--- src/rtl/lcd_host.sv ---
// LCD host: walks a command ROM, issues each code to the display controller
// with busy/done handshaking, and captures the bytes the controller writes back.
module lcd_host (
  input  logic        clk,
  input  logic        reset,
  input  logic        start,
  output logic        CMD_rd,
  output logic [5:0]  CMD_A,
  input  logic [3:0]  CMD_Q,
  output logic [3:0]  cmd,
  output logic        cmd_valid,
  input  logic        busy,
  input  logic        done,
  input  logic        IRAM_valid,
  input  logic [7:0]  IRAM_D,
  input  logic [5:0]  IRAM_A,
  input  logic [5:0]  rd_addr,
  output logic [7:0]  rd_data,
  output logic [13:0] checksum,
  output logic [6:0]  wr_count,
  output logic        finished,
  output logic        err
);

  typedef enum logic [2:0] {
    S_IDLE, S_FETCH, S_LATCH, S_ISSUE, S_WAIT_HI, S_WAIT_LO, S_FIN
  } state_t;

  state_t      r_state;
  logic [5:0]  r_pc;
  logic [3:0]  r_cmdReg;
  logic [1:0]  r_timer;
  logic        r_doneSeen;
  logic        r_cmdRd;
  logic [5:0]  r_cmdA;
  logic [3:0]  r_cmd;
  logic        r_cmdValid;
  logic        r_finished;
  logic        r_err;
  logic [13:0] r_checksum;
  logic [6:0]  r_wrCount;
  logic [7:0]  r_mem [0:63];

  logic        w_clear;
  logic        w_doneAny;
  logic [5:0]  w_nextPc;

  assign w_clear   = (r_state == S_IDLE) && start;
  assign w_doneAny = done || r_doneSeen;
  assign w_nextPc  = r_pc + 6'd1;

  // Sequencer; codes above 11 are flagged and skipped, code 0 (image write) ends the run once done is seen.
  always_ff @(posedge clk or posedge reset) begin
    if (reset) begin
      r_state    <= S_IDLE;
      r_pc       <= '0;
      r_cmdReg   <= '0;
      r_timer    <= '0;
      r_doneSeen <= 1'b0;
      r_cmdRd    <= 1'b0;
      r_cmdA     <= '0;
      r_cmd      <= '0;
      r_cmdValid <= 1'b0;
      r_finished <= 1'b0;
      r_err      <= 1'b0;
    end else begin
      r_cmdRd    <= 1'b0;
      r_cmdValid <= 1'b0;
      case (r_state)
        S_IDLE: begin
          if (start) begin
            r_pc       <= '0;
            r_cmdA     <= '0;
            r_cmdRd    <= 1'b1;
            r_finished <= 1'b0;
            r_err      <= 1'b0;
            r_state    <= S_FETCH;
          end
        end
        S_FETCH: r_state <= S_LATCH;
        S_LATCH: begin
          r_cmdReg <= CMD_Q;
          if (CMD_Q > 4'd11) begin
            r_err <= 1'b1;
            if (r_pc == 6'd63) begin
              r_finished <= 1'b1;
              r_state    <= S_FIN;
            end else begin
              r_pc    <= w_nextPc;
              r_cmdA  <= w_nextPc;
              r_cmdRd <= 1'b1;
              r_state <= S_FETCH;
            end
          end else begin
            r_cmd   <= CMD_Q;
            r_state <= S_ISSUE;
          end
        end
        S_ISSUE: begin
          if (!busy) begin
            r_cmdValid <= 1'b1;
            r_timer    <= '0;
            r_doneSeen <= 1'b0;
            r_state    <= S_WAIT_HI;
          end
        end
        S_WAIT_HI: begin
          if (done) r_doneSeen <= 1'b1;
          if (busy) begin
            r_state <= S_WAIT_LO;
          end else if (r_timer == 2'd3) begin
            r_err   <= 1'b1;
            r_state <= S_WAIT_LO;
          end else begin
            r_timer <= r_timer + 2'd1;
          end
        end
        S_WAIT_LO: begin
          if (done) r_doneSeen <= 1'b1;
          if (!busy) begin
            if (r_cmdReg == 4'd0) begin
              if (w_doneAny) begin
                r_cmd      <= '0;
                r_finished <= 1'b1;
                r_state    <= S_FIN;
              end
            end else if (r_pc == 6'd63) begin
              r_err      <= 1'b1;
              r_cmd      <= '0;
              r_finished <= 1'b1;
              r_state    <= S_FIN;
            end else begin
              r_cmd   <= '0;
              r_pc    <= w_nextPc;
              r_cmdA  <= w_nextPc;
              r_cmdRd <= 1'b1;
              r_state <= S_FETCH;
            end
          end
        end
        S_FIN: r_state <= S_IDLE;
        default: r_state <= S_IDLE;
      endcase
    end
  end

  // Capture statistics; a start accepted in IDLE wins over a same-cycle write.
  always_ff @(posedge clk or posedge reset) begin
    if (reset) begin
      r_checksum <= '0;
      r_wrCount  <= '0;
    end else if (w_clear) begin
      r_checksum <= '0;
      r_wrCount  <= '0;
    end else if (IRAM_valid) begin
      r_checksum <= r_checksum + {6'd0, IRAM_D};
      if (r_wrCount != 7'd127) r_wrCount <= r_wrCount + 7'd1;
    end
  end

  // Capture memory is deliberately left unreset.
  always_ff @(posedge clk) begin
    if (IRAM_valid) r_mem[IRAM_A] <= IRAM_D;
  end

  assign rd_data   = r_mem[rd_addr];
  assign CMD_rd    = r_cmdRd;
  assign CMD_A     = r_cmdA;
  assign cmd       = r_cmd;
  assign cmd_valid = r_cmdValid;
  assign checksum  = r_checksum;
  assign wr_count  = r_wrCount;
  assign finished  = r_finished;
  assign err       = r_err;

endmodule

--- config.mk ---
export PLATFORM = sky130hd
export DESIGN_NAME = lcd_host
export DESIGN_NICKNAME = d
export VERILOG_FILES = /design/src/rtl/lcd_host.sv
export SDC_FILE = /design/constraint.sdc
export NUM_CORES = 1
export LEC_CHECK = 0
export ABC_AREA = 1
export CAP_MARGIN = 15
export CORE_MARGIN = 5
export CORE_UTILIZATION = 48
export CTS_CLUSTER_DIAMETER = 40
export DETAILED_ROUTE_END_ITERATION = 8
export HOLD_SLACK_MARGIN = 0.1
export PLACE_DENSITY = 0.75
export SLEW_MARGIN = 30
export SYNTH_ARGS = -nofsm -noshare
export SYNTH_HDL_FRONTEND = slang
export SYNTH_SLANG_ARGS = --single-unit
--- constraint.sdc ---
create_clock -name clk -period 1.88 [get_ports clk]
set_input_delay 0.47 -clock clk [delete_from_list [all_inputs] [get_ports clk]]
set_output_delay 0.47 -clock clk [all_outputs]
set_load 0.005 [all_outputs]
==> run metrics <==
failing checks=setup timing; Worst EP required=between 1000 and 1500 ps; DRC viols=0; non-filler instance count after layout=approximately 3,100; grt total ovfl=0; Area growth, synth to finish=30.1%; Critical Path AT=between 1500 and 2000 ps; Worst-path clk slew=~60 ps; largest family of logic cells by synthesized area=simple AND/OR/NAND/NOR gates; final setup margin=-489 ps; first-pass GRT wire length=~100,000 um; CTS tree=built; Seq cells post-synth=~560; CP Max Fanout=7; Slew HR=0.431; die area=roughly 0.053 mm^2; setup slack, reg-to-reg=between 100 and 150 ps; Tot Pwr=32.2 mW; Critical Path Start=rd_addr[0]; placed insts=2,887; critical path class=in -> out; most frequent cells in the layout=673 x nand2_1, 512 x edfxtp_1, 342 x nand3_1; Ys Warns=0; adder-cell share of the synthesized area=0.00673; RSZ-0062 raised after global routing=yes; largest net degree at the start of global routing=65; WP depth=14; count of final hold-check violations=0; leakage power=roughly 12 nW; Hold Path Class=in -> async; setup violators final=8; fin util=0.626; clk_lat worst skew=between 600 and 700 ps; Initial Util=0.482; gpl congestion=0.859; drt total wl=approximately 70,000 um; post-synthesis sequential area ratio=0.704; most common cell after layout, fill and taps aside=nand2_1; row count=between 80 and 90; setup TNS=-3750 ps; RR Startpoint=checksum[0]; synthesized cell area=roughly 0.023 mm^2; Tcrit/Tclk final=1.26; Synth Area in Compound Gates=0.0123; Post-Synth XOR/XNOR Area=0.00299; top_reg_cell synth=edfxtp_1; Die Ht=roughly 230 um; Max-cap violations=0; status=complete, but fails checks; worst r2r dst=checksum[6]; Boundary Pins=73; root buf cell=clkbuf_16; Pwr Density=~1100 mW/mm^2; GRT Util Overall=0.254; clk_skew=21.9 ps; Critical Path Source Type=primary input; R2R depth=9; CP endpoint=rd_data[0]; Cell variety after synth=41; WL/cell=~23 um; placed inst area=between 0.02 and 0.03 mm^2; share of cells above drive strength 1=0.252; Initial DRC Count=2,303; core area=between 0.04 and 0.05 mm^2; Tmin final=2370 ps; Worst path max stage delay=between 150 and 200 ps; vias in the first global route=between 15,000 and 20,000; Post-synth EDFFs=512; Worst-Margin Slew=about 850 ps; CP Capture Type=output pin; mux share of post-synthesis cell area=0; antenna viol nets, final=0; Synthesized Nets=~2,200; Sink Count=around 560; width of the die=between 200 and 250 um; CTS Buffer Depth=3; htree depth=3; Vias/cell=~5.9; Cells after Synth=between 2,000 and 2,500; 1st-pass router iterations=8; crit-path most repeated cell=nand2_2; Simple-Gate Fraction of Synth Area=0.244; Post-CTS Hold Buffers=0; DP HPWL=roughly 39,000 um; final net count=about 2,400; async set-reset flop share out of synthesis=0.0808; worst path cell trace=buf_16 > clkinv_16 > buf_12 > buf_12 > buf_6 > nand2_2 > nand3_2 > nand3_1 > nand2_2 > nand2_2 > nand3_2 > nand3_2 > nand2_2 > buf_6; Buffers on Ports=approximately 70; VDD IR max=around 840 uV; initial antenna violation count=8; Hold Slack=approximately 170 ps; Max Slew Vio Count=0; worst path bufs/invs=6; slowest stage cell, crit path=buf_12; Finished Cell Area=~0.030 mm^2; Mean Syn Cell Area=11.0 um^2; TritonCTS buffer count=71; via count=roughly 18,000; Peak Freq=0.422 GHz; Worst path top cell family by delay=buffers and inverters; Place WS=-1070 ps
==> sequential cells by signal, summed over array words and instances (netlist names) <==
signal / count
r_doneSeen: 1
cmd: 4
checksum: 14
CMD_rd: 1
r_pc: 6
r_mem: 512
r_state: 3
r_cmdReg: 4
err: 1
wr_count: 7
finished: 1
cmd_valid: 1
r_timer: 2
==> power breakdown <==
group          switching (mW)  internal (mW)
Clock                    5.57           7.82
Combinational            2.77           1.82
Sequential              0.285           13.9
Total                    8.62           23.6
==> worst min path at each step <==
| stage | start | to | cells after the start |
|---|---|---|---|
| 2_1_floorplan | r_cmdReg[3] | r_cmdReg[3] | 2 |
| 3_3_place_gp | r_cmdReg[2] | r_cmdReg[2] | 2 |
| 3_5_place_dp | r_cmdReg[2] | r_cmdReg[2] | 2 |
| 4_1_cts | reset | r_pc[1] | 3 |
| 5_1_grt | reset | r_pc[1] | 3 |
| 6_report | reset | cmd[1] | 3 |
==> cell families (layout without fill, tap and decap cells) <==
group	count (synthesis)	after routing
buffers and inverters	160	480
xor gates and xnor gates	8	8
and+or+nand+nor	1334	1334
adders and majority gates	12	12
DFF	557	557
other	0	3
AOI/OAI and AO/OA	51	51
==> area by class of cell <==
class / instances / area [um^2]
Clock inverter: 51 / 564
Timing Repair Buffer: 307 / 3390
Antenna cell: 3 / 7.51
Fill cell: 3471 / 18200
Clock buffer: 76 / 1800
Multi-Input combinational cell: 1405 / 7200
Timing Repair inverter: 1 / 20.0
Tap cell: 622 / 778
Sequential cell: 557 / 16500
Inverter: 45 / 214
==> what timing repair did <==
action / 4_1_cts / 5_1_grt
pin swaps: 73 / 66
endpoints found under the setup margin: 43 / 17
cloned: 17 / 2
setup buffers: 30 / 5
gates resized for setup: 222 / 118
==> worst reg2reg max path, delay by kind of cell, from the launching register on <==
| family | cells | cell delay, ps |
|---|---|---|
| DFF | 1 | 400 |
| AOI/OAI and AO/OA | 2 | 210 |
| adders and majority gates | 2 | 570 |
| buffers and inverters | 1 | 160 |
| and+or+nand+nor | 4 | 290 |
==> per-layer routing <==
| layer | track usage | part of all wire | up-vias |
|---|---|---|---|
| met2 | 0.409 | 0.47 | 1218 |
| met3 | 0.0755 | 0.11 | 243 |
| li1 | - | - | 7960 |
| met4 | 0.105 | 0.042 | 6 |
| met1 | 0.325 | 0.37 | 8688 |
| met5 | 0 | 0.00056 | - |
==> cells in the mapped netlist (all sizes together) (8+ instances only) <==
master / instances / area [um^2]
a21oi: 14 / 70.1
nand4: 12 / 75.1
dfrtp: 45 / 1130
clkbuf: 21 / 78.8
nand2: 750 / 2830
nor4: 8 / 50.1
buf: 94 / 439
edfxtp: 512 / 15400
ha: 11 / 138
o21ai: 26 / 130
nor2: 89 / 347
nand3: 467 / 2350
inv: 45 / 171
(Power assumes the default switching activity.)
